==> src/rtl/tcp_receiver.sv <==
`default_nettype none
// +--------------------------------------------------------------------+
// | tcp_receiver : parses Ethernet/IPv4/TCP frames, forwards the TCP   |
// |                payload and flags FCS/checksum/format/length errors.|
// | Rev 1.0                                                            |
// +--------------------------------------------------------------------+
`ifndef INPUTWIDTH
`define INPUTWIDTH 8
`endif

package tcp_receiver_pkg;
  typedef struct packed {
    logic [47:0] dst_mac;
    logic [47:0] src_mac;
    logic [31:0] src_ip;
    logic [31:0] dst_ip;
    logic [15:0] src_port;
    logic [15:0] dst_port;
    logic [31:0] seq;
    logic [31:0] ack;
    logic [7:0]  flags;
    logic [15:0] window;
    logic [15:0] payload_len;
    logic [15:0] tcp_checksum;
  } tcp_packet_info_s;

  // Reflected Ethernet CRC-32, one byte per call, LSB first.
  function automatic logic [31:0] crc(input logic [31:0] c, input logic [7:0] d);
    logic [31:0] r;
    r = c ^ {24'd0, d};
    for (int i = 0; i < 8; i++) begin
      r = r[0] ? ((r >> 1) ^ 32'hEDB8_8320) : (r >> 1);
    end
    return r;
  endfunction
endpackage

module tcp_receiver
  import tcp_receiver_pkg::*;
#(
  parameter int DATA_WIDTH = `INPUTWIDTH
) (
  input  logic             clk,
  input  logic             rst,
  axi_stream_if.slave      s_axis,
  axi_stream_if.master     m_axis,
  output tcp_packet_info_s o_pkt,
  output logic             pkt_valid,
  output logic             pkt_err,
  output logic [4:0]       err_flags,
  output logic             busy
);

  localparam logic [2:0] ST_IDLE    = 3'd0;
  localparam logic [2:0] ST_HDR     = 3'd1;
  localparam logic [2:0] ST_PAYLOAD = 3'd2;
  localparam logic [2:0] ST_TAIL    = 3'd3;
  localparam logic [2:0] ST_DROP    = 3'd4;
  localparam logic [2:0] ST_DONE    = 3'd5;

  logic [2:0]       r_state;
  logic [15:0]      r_cnt;
  logic [31:0]      r_crc;
  logic [31:0]      r_win;
  logic [7:0]       r_hi;
  logic [31:0]      r_ip_sum;
  logic [31:0]      r_tcp_sum;
  logic [15:0]      r_tot;
  logic [16:0]      r_end;
  logic [16:0]      r_min_last;
  logic             r_unsup;
  logic             r_len;
  logic             r_fcs_bad;
  tcp_packet_info_s r_pkt;

  logic [DATA_WIDTH-1:0] w_data;
  logic [7:0]            w_byte;
  logic [15:0]           w_word;
  logic                  w_acc;
  logic                  w_last_pl;
  logic [31:0]           w_crc_nxt;
  logic [31:0]           w_ip_add;
  logic [31:0]           w_tcp_add;
  logic [15:0]           w_plen;
  logic                  w_early;
  logic [4:0]            w_flags;

  function automatic logic [15:0] fold(input logic [31:0] s);
    logic [16:0] a;
    logic [16:0] b;
    a = {1'b0, s[15:0]} + {1'b0, s[31:16]};
    b = {1'b0, a[15:0]} + {16'd0, a[16]};
    return b[15:0];
  endfunction

  assign w_data    = s_axis.tdata;
  assign w_byte    = w_data[7:0];
  assign w_word    = {r_hi, w_byte};
  assign w_acc     = s_axis.tvalid & s_axis.tready;
  assign w_last_pl = ({1'b0, r_cnt} == r_end);
  assign w_crc_nxt = (r_cnt >= 16'd4) ? crc(r_crc, r_win[7:0]) : r_crc;
  assign w_plen    = (r_tot < 16'd40) ? 16'd0 : (r_tot - 16'd40);
  assign w_early   = (r_state == ST_IDLE) || (r_state == ST_HDR) ||
                     ({1'b0, r_cnt} < r_min_last);

  assign w_flags   = {r_len, r_unsup, (fold(r_tcp_sum) != 16'hFFFF),
                      (fold(r_ip_sum) != 16'hFFFF), r_fcs_bad};
  assign pkt_valid = (r_state == ST_DONE) && (w_flags == 5'd0);
  assign pkt_err   = (r_state == ST_DONE) && (w_flags != 5'd0);
  assign err_flags = (r_state == ST_DONE) ? w_flags : 5'd0;
  assign busy      = (r_state != ST_IDLE);
  assign o_pkt     = r_pkt;
  assign m_axis.tdata = w_data;

  always_comb begin
    s_axis.tready = 1'b0;
    m_axis.tvalid = 1'b0;
    m_axis.tlast  = 1'b0;
    if (!rst) begin
      case (r_state)
        ST_PAYLOAD: begin
          s_axis.tready = m_axis.tready;
          m_axis.tvalid = s_axis.tvalid;
          m_axis.tlast  = w_last_pl | s_axis.tlast;
        end
        ST_DONE: s_axis.tready = 1'b0;
        default: s_axis.tready = 1'b1;
      endcase
    end
  end

  // IPv4 header words 14..33; TCP pseudo-header (IPs at 26..33, proto+length
  // folded in at byte 17 as total_length - 20 + 6), TCP header and payload.
  always_comb begin
    w_ip_add  = 32'd0;
    w_tcp_add = 32'd0;
    if (r_state == ST_HDR && r_cnt[0]) begin
      if (r_cnt >= 16'd15 && r_cnt <= 16'd33) w_ip_add = {16'd0, w_word};
      if (r_cnt == 16'd17)      w_tcp_add = {16'd0, w_word} - 32'd14;
      else if (r_cnt >= 16'd27) w_tcp_add = {16'd0, w_word};
    end else if (r_state == ST_PAYLOAD) begin
      if (r_cnt[0])       w_tcp_add = {16'd0, w_word};
      else if (w_last_pl) w_tcp_add = {16'd0, w_byte, 8'h00};
    end
  end

  always_ff @(posedge clk or posedge rst) begin
    if (rst) begin
      r_state    <= ST_IDLE;
      r_cnt      <= 16'd0;
      r_crc      <= 32'hFFFF_FFFF;
      r_win      <= 32'd0;
      r_hi       <= 8'd0;
      r_ip_sum   <= 32'd0;
      r_tcp_sum  <= 32'd0;
      r_tot      <= 16'd0;
      r_end      <= 17'd0;
      r_min_last <= 17'd0;
      r_unsup    <= 1'b0;
      r_len      <= 1'b0;
      r_fcs_bad  <= 1'b0;
      r_pkt      <= '0;
    end else if (r_state == ST_DONE) begin
      r_state   <= ST_IDLE;
      r_cnt     <= 16'd0;
      r_crc     <= 32'hFFFF_FFFF;
      r_win     <= 32'd0;
      r_ip_sum  <= 32'd0;
      r_tcp_sum <= 32'd0;
      r_unsup   <= 1'b0;
      r_len     <= 1'b0;
      r_fcs_bad <= 1'b0;
    end else if (w_acc) begin
      r_cnt     <= r_cnt + 16'd1;
      r_win     <= {w_byte, r_win[31:8]};
      r_crc     <= w_crc_nxt;
      r_ip_sum  <= r_ip_sum + w_ip_add;
      r_tcp_sum <= r_tcp_sum + w_tcp_add;
      if (!r_cnt[0]) r_hi <= w_byte;

      case (r_state)
        ST_IDLE: begin
          r_pkt         <= '0;
          r_pkt.dst_mac <= {40'd0, w_byte};
          r_state       <= ST_HDR;
        end
        ST_HDR: begin
          if (r_cnt <= 16'd5)
            r_pkt.dst_mac <= {r_pkt.dst_mac[39:0], w_byte};
          else if (r_cnt <= 16'd11)
            r_pkt.src_mac <= {r_pkt.src_mac[39:0], w_byte};
          else if (r_cnt >= 16'd26 && r_cnt <= 16'd29)
            r_pkt.src_ip <= {r_pkt.src_ip[23:0], w_byte};
          else if (r_cnt >= 16'd30 && r_cnt <= 16'd33)
            r_pkt.dst_ip <= {r_pkt.dst_ip[23:0], w_byte};
          else if (r_cnt >= 16'd34 && r_cnt <= 16'd35)
            r_pkt.src_port <= {r_pkt.src_port[7:0], w_byte};
          else if (r_cnt >= 16'd36 && r_cnt <= 16'd37)
            r_pkt.dst_port <= {r_pkt.dst_port[7:0], w_byte};
          else if (r_cnt >= 16'd38 && r_cnt <= 16'd41)
            r_pkt.seq <= {r_pkt.seq[23:0], w_byte};
          else if (r_cnt >= 16'd42 && r_cnt <= 16'd45)
            r_pkt.ack <= {r_pkt.ack[23:0], w_byte};
          else if (r_cnt == 16'd47)
            r_pkt.flags <= w_byte;
          else if (r_cnt >= 16'd48 && r_cnt <= 16'd49)
            r_pkt.window <= {r_pkt.window[7:0], w_byte};
          else if (r_cnt >= 16'd50 && r_cnt <= 16'd51)
            r_pkt.tcp_checksum <= {r_pkt.tcp_checksum[7:0], w_byte};

          case (r_cnt)
            16'd13: if (w_word != 16'h0800) r_unsup <= 1'b1;
            16'd14: if (w_byte != 8'h45)    r_unsup <= 1'b1;
            16'd17: begin
              r_tot <= w_word;
              if (w_word < 16'd40) r_len <= 1'b1;
            end
            16'd23: if (w_byte != 8'h06)      r_unsup <= 1'b1;
            16'd46: if (w_byte[7:4] != 4'h5)  r_unsup <= 1'b1;
            16'd53: begin
              r_pkt.payload_len <= w_plen;
              r_end      <= 17'd53 + {1'b0, w_plen};
              r_min_last <= 17'd57 + {1'b0, w_plen};
              if (r_unsup)             r_state <= ST_DROP;
              else if (w_plen != 16'd0) r_state <= ST_PAYLOAD;
              else                      r_state <= ST_TAIL;
            end
            default: ;
          endcase
        end
        ST_PAYLOAD: if (w_last_pl) r_state <= ST_TAIL;
        default: ;
      endcase

      // The window now holds the last four bytes: the FCS, LSB first.
      if (s_axis.tlast) begin
        r_state   <= ST_DONE;
        r_fcs_bad <= ({w_byte, r_win[31:8]} != ~w_crc_nxt);
        if (w_early) r_len <= 1'b1;
      end
    end
  end

endmodule
`default_nettype wire

==> src/rtl/axi_stream_if.sv <==
`default_nettype none
// +--------------------------------------------------------------------+
// | axi_stream_if : byte-lane AXI-Stream bundle (tdata/tvalid/tready/  |
// |                 tlast) with master and slave views.                |
// | Rev 1.0                                                            |
// +--------------------------------------------------------------------+
interface axi_stream_if #(
  parameter int DATA_WIDTH = 8
) ();
  logic [DATA_WIDTH-1:0] tdata;
  logic                  tvalid;
  logic                  tready;
  logic                  tlast;

  modport master (output tdata, output tvalid, output tlast, input tready);
  modport slave  (input tdata, input tvalid, input tlast, output tready);
endinterface
`default_nettype wire

==> src/flat_wrapper.sv <==
// flat-port wrapper written by rule: the top's interface ports become plain ports
module tcp_receiver_flat import tcp_receiver_pkg::*;
#(
  parameter int DATA_WIDTH = `INPUTWIDTH
)
  (clk, rst, o_pkt, pkt_valid, pkt_err, err_flags, busy, s_axis_tdata, s_axis_tvalid, s_axis_tlast, s_axis_tready, m_axis_tdata, m_axis_tvalid, m_axis_tlast, m_axis_tready);
  axi_stream_if #(.DATA_WIDTH(DATA_WIDTH)) s_axis_i ();
  axi_stream_if #(.DATA_WIDTH(DATA_WIDTH)) m_axis_i ();
  input  logic clk;
  input  logic rst;
  output tcp_packet_info_s o_pkt;
  output logic pkt_valid;
  output logic pkt_err;
  output logic [4:0] err_flags;
  output logic busy;
  input wire logic [$bits(s_axis_i.tdata)-1:0] s_axis_tdata;
  input wire logic [$bits(s_axis_i.tvalid)-1:0] s_axis_tvalid;
  input wire logic [$bits(s_axis_i.tlast)-1:0] s_axis_tlast;
  output wire logic [$bits(s_axis_i.tready)-1:0] s_axis_tready;
  output wire logic [$bits(m_axis_i.tdata)-1:0] m_axis_tdata;
  output wire logic [$bits(m_axis_i.tvalid)-1:0] m_axis_tvalid;
  output wire logic [$bits(m_axis_i.tlast)-1:0] m_axis_tlast;
  input wire logic [$bits(m_axis_i.tready)-1:0] m_axis_tready;
  assign s_axis_i.tdata = s_axis_tdata;
  assign s_axis_i.tvalid = s_axis_tvalid;
  assign s_axis_i.tlast = s_axis_tlast;
  assign s_axis_tready = s_axis_i.tready;
  assign m_axis_tdata = m_axis_i.tdata;
  assign m_axis_tvalid = m_axis_i.tvalid;
  assign m_axis_tlast = m_axis_i.tlast;
  assign m_axis_i.tready = m_axis_tready;
  tcp_receiver #(.DATA_WIDTH(DATA_WIDTH)) u_core (.clk(clk), .rst(rst), .s_axis(s_axis_i), .m_axis(m_axis_i), .o_pkt(o_pkt), .pkt_valid(pkt_valid), .pkt_err(pkt_err), .err_flags(err_flags), .busy(busy));
endmodule
==> config.mk <==
export PLATFORM = sky130hd
export DESIGN_NAME = tcp_receiver_flat
export DESIGN_NICKNAME = d
export VERILOG_FILES = /design/src/rtl/tcp_receiver.sv /design/src/rtl/axi_stream_if.sv /design/src/flat_wrapper.sv
export SDC_FILE = /design/constraint.sdc
export NUM_CORES = 2
export LEC_CHECK = 0
export CAP_MARGIN = 10
export CORE_MARGIN = 3
export CORE_UTILIZATION = 50
export CTS_CLUSTER_SIZE = 12
export DETAILED_ROUTE_END_ITERATION = 10
export HOLD_SLACK_MARGIN = 0.05
export PLACE_DENSITY = 0.72
export SLEW_MARGIN = 20
export SYNTH_ARGS = -nofsm -noshare
export SYNTH_HDL_FRONTEND = slang
export SYNTH_SLANG_ARGS = --single-unit
==> constraint.sdc <==
create_clock -name clk -period 21.6 [get_ports clk]
set_input_delay 4.32 -clock clk [delete_from_list [all_inputs] [get_ports clk]]
set_output_delay 4.32 -clock clk [all_outputs]
set_load 0.03 [all_outputs]
==> results.py <==
metrics = {
    "pwr": {
        "p_total_mw": 4.09,
        "seqPwrFrac": 0.339,
        "combPwrFrac": 0.421,
        "clkPwrFrac": 0.240,
        "power.internal_mw": 2.40,
        "leakagePower_nw": 15.5,
        "ir_worst_vdd_uv": 88.0,
        "power_density_nw_per_um2": 118,
        "switchingPower_mw": 1.69,
        "switching_share": 0.414,
    },
    "finish": {
        "post-route-util": 0.613,
        "multiInputGateArea_um2": 14700,
        "fin_nets": 3466,
        "drive_above_1_share": 0.0686,
        "area_growth_pct": 20.8,
        "final_area_um2": 34600,
        "regArea_um2": 13000,
        "num-fill-cells": 4639,
    },
    "sta": {
        "worstMarginPinSlew_ns": 1.09,
        "hold_viol": 0,
        "fin_skew_ns": 0.0334,
        "finalSetupViolations": 0,
        "min_period_ns": 10.68,
        "relSlewSlack": 0.274,
        "final.setup.tns_ns": 0,
        "layout_setup_ws_ns": 10.92,
        "fmax_mhz": 93.6,
        "rsz0062_at_grt": "no",
        "maxSlewViolCount": 0,
        "fin_crit_sh": 0.494,
    },
    "worst_setup_path": {
        "arrival_ns": 6.36,
        "path_class": "in2out",
        "required_ns": 17.28,
        "r2r_setup_slack_ns": 15.61,
        "path_max_fanout": 9,
        "setup.worst_path.end_class": "output port",
        "start_kind": "input port",
    },
    "logic_synthesis": {
        "yosys.area_share.simple": 0.178,
        "yosys.area.top_type_share": 0.425,
        "synth.avg_cell_area_um2": 9.32,
        "synth.most_common_cell": "nand2_1",
        "synth_top_family_by_area": "simple AND/OR/NAND/NOR gates",
        "synthMuxAreaShare": 0.0322,
        "syn_nets": 3205,
        "yosys_warnings": 0,
        "yosysTopAreaCell": "dfrtp_1",
        "async_flop_share": 1.00,
        "synth_cells": 3074,
        "synth_compound_area_frac": 0.162,
        "synth_common_cells": "581 x nand2_1, 486 x dfrtp_1, 230 x o21ai_0",
        "ys_dominant_reg_cell": "dfrtp_1",
        "synth_enable_flop_cells": 0,
        "synthAdderAreaFrac": 0.0526,
        "ys_ff_latch": 518,
        "yosys.cell_types.count": 89,
        "yosysSeqAreaShare": 0.454,
        "synth_xor_xnor_area_share": 0.0846,
        "syn_area_um2": 28600,
        "synth_top_cells_by_area": "dfrtp_1 42%, nand2_1 7.6%, ha_1 5.0%",
    },
    "placed_design": {
        "hpwlAfterDp_mm": 62.0,
        "place_congestion": 0.963,
        "dpl_cell_area_um2": 32700,
        "portBuffers": 343,
        "pre_cts_slack_ns": 10.95,
    },
    "floorplan": {
        "core_area_um2": 56500,
        "rows": 87,
        "num_io_pins": 344,
        "initial_core_util": 0.507,
        "dieArea_um2": 60200,
        "dieWidth_um": 245,
        "fp.dieH_um": 245,
    },
    "clock_network": {
        "postCtsHoldBufs": 0,
        "cts_setup_buffers": 0,
        "path_clk_slew_ns": 0.06,
        "cts-root-buf": "clkbuf_16",
        "clock_latency_ns": 0.64,
        "cts_tree": "done",
        "clock-sinks": 518,
        "cts.path.max_buffers": 3,
        "cts_max_level": 2,
        "cts_resized": 0,
        "numCtsBuffers": 56,
    },
    "route": {
        "drc": 0,
        "wl_met3_mm": 5.98,
        "first_pass_iters": 5,
        "vias": 24459,
        "drtIter0Drc": 2365,
        "routed.top_layer": "met4",
        "detail-route-antenna-nets": 0,
        "wl_met2_mm": 41.2,
        "wire_per_inst_um": 20.9,
        "wl_mm": 86.5,
        "via_per_inst": 5.91,
        "m1WireLength_mm": 36.7,
    },
    "grt": {
        "grt_usage": 0.282,
        "grt_max_degree": 189,
        "grt_pass1_wl_mm": 137,
        "grt-ovfl-total": 0,
        "antenna_found_initial": 0,
        "first_global_vias": 23784,
    },
    "hold_path": {
        "hold_path.class": "reg2reg",
    },
    "run": {
        "maxCapViolCount": 0,
    },
    "run_status": {
        "outcome": "finished, final reports clean",
    },
}
==> power by group through the flow <==
stage               Sequential, mW  Clock (mW)  Combinational (mW)
floorplan                     1.57           0               0.906
global placement              1.39           0                1.68
detailed placement            1.40           0                1.70
CTS                           1.38       0.996                1.71
global route                  1.41        1.04                1.84
finish                        1.39       0.982                1.72
==> layer usage <==
metal	vias up	GRT usage
met4	0	0.0905
li1	11299	-
met5	-	0
met1	12125	0.378
met2	864	0.468
met3	171	0.0506
==> path summary, 6_finish.rpt <==
kind	startpoint	to	depth (start not counted)
worst min-delay path	u_core.o_pkt[311]	u_core.o_pkt[311]	2
min in group asynchronous	rst	u_core.o_pkt[274]	2
worst min register to register	u_core.o_pkt[311]	u_core.o_pkt[311]	2
worst max register to register	u_core.r_state[0]	u_core.r_tcp_sum[28]	15
worst max-delay path	s_axis_tlast	m_axis_tlast	5
max in group asynchronous	rst	u_core.r_min_last[5]	4
==> sequential cells by signal (all words and copies together), names as in the netlist, 15 cells and up <==
register / cells
u_core.r_tot: 16
u_core.r_cnt: 16
u_core.r_win: 32
u_core.o_pkt: 312
u_core.r_crc: 32
u_core.r_tcp_sum: 32
u_core.r_min_last: 17
u_core.r_ip_sum: 32
u_core.r_end: 15
==> worst max-delay path: stages <==
cell             delay, ns
clkdlybuf4s50_1       0.64
inv_1                 0.10
and2_1                0.23
nor3_1                0.32
clkdlybuf4s50_1       0.75
==> final cells by class <==
class / instances / share of cell area
Antenna cell: 1 / 0.0000723
Clock buffer: 96 / 0.0492
Clock inverter: 10 / 0.00557
Inverter: 91 / 0.0101
Multi-Input combinational cell: 2292 / 0.424
Sequential cell: 518 / 0.376
Tap cell: 756 / 0.0273
Timing Repair Buffer: 376 / 0.108
==> per-stage QoR <==
stage | hold slack (ns) | cells
after floorplan | 0.450 | 3074
after global placement | 0.451 | 4031
after detailed placement | 0.460 | 4031
after CTS | 0.472 | 4137
after global routing | 0.494 | 4139
final | 0.470 | 4140
==> cell usage in the layout (no fill, tap or decap), drive strengths merged, types with 10 or more instances in the layout <==
cell | synthesis | final
nand2 | 581 | 581
dfrtp | 486 | 486
clkdlybuf4s50 | 0 | 343
o21ai | 243 | 243
a21oi | 175 | 175
nor2 | 172 | 172
xnor2 | 125 | 125
ha | 114 | 114
nand3 | 108 | 108
clkbuf | 133 | 96
xor2 | 92 | 92
inv | 91 | 92
a22o | 89 | 89
nor3 | 60 | 60
mux2 | 49 | 49
mux2i | 37 | 37
buf | 40 | 33
dfstp | 32 | 32
and2 | 32 | 32
a21o | 31 | 31
nand4 | 30 | 30
o21a | 29 | 29
o211ai | 24 | 24
or3 | 22 | 22
nor4 | 22 | 22
and3 | 20 | 20
nor2b | 15 | 15
o22a | 14 | 14
nand2b | 13 | 13
a211oi | 13 | 13
a31oi | 12 | 12
nor3b | 12 | 12
and4 | 10 | 10
o21bai | 10 | 10
or4 | 10 | 10
==> logic make-up after synthesis <==
| kind of cell | after synthesis |
|---|---|
| adder cells (fa/ha/maj) | 118 |
| buffers and inverters | 264 |
| XOR/XNOR | 234 |
| flip-flops | 518 |
| AO/OA/AOI/OAI | 725 |
| multiplexers | 86 |
| AND/OR/NAND/NOR | 1129 |
No activity file was read; power rests on OpenSTA's default activity.
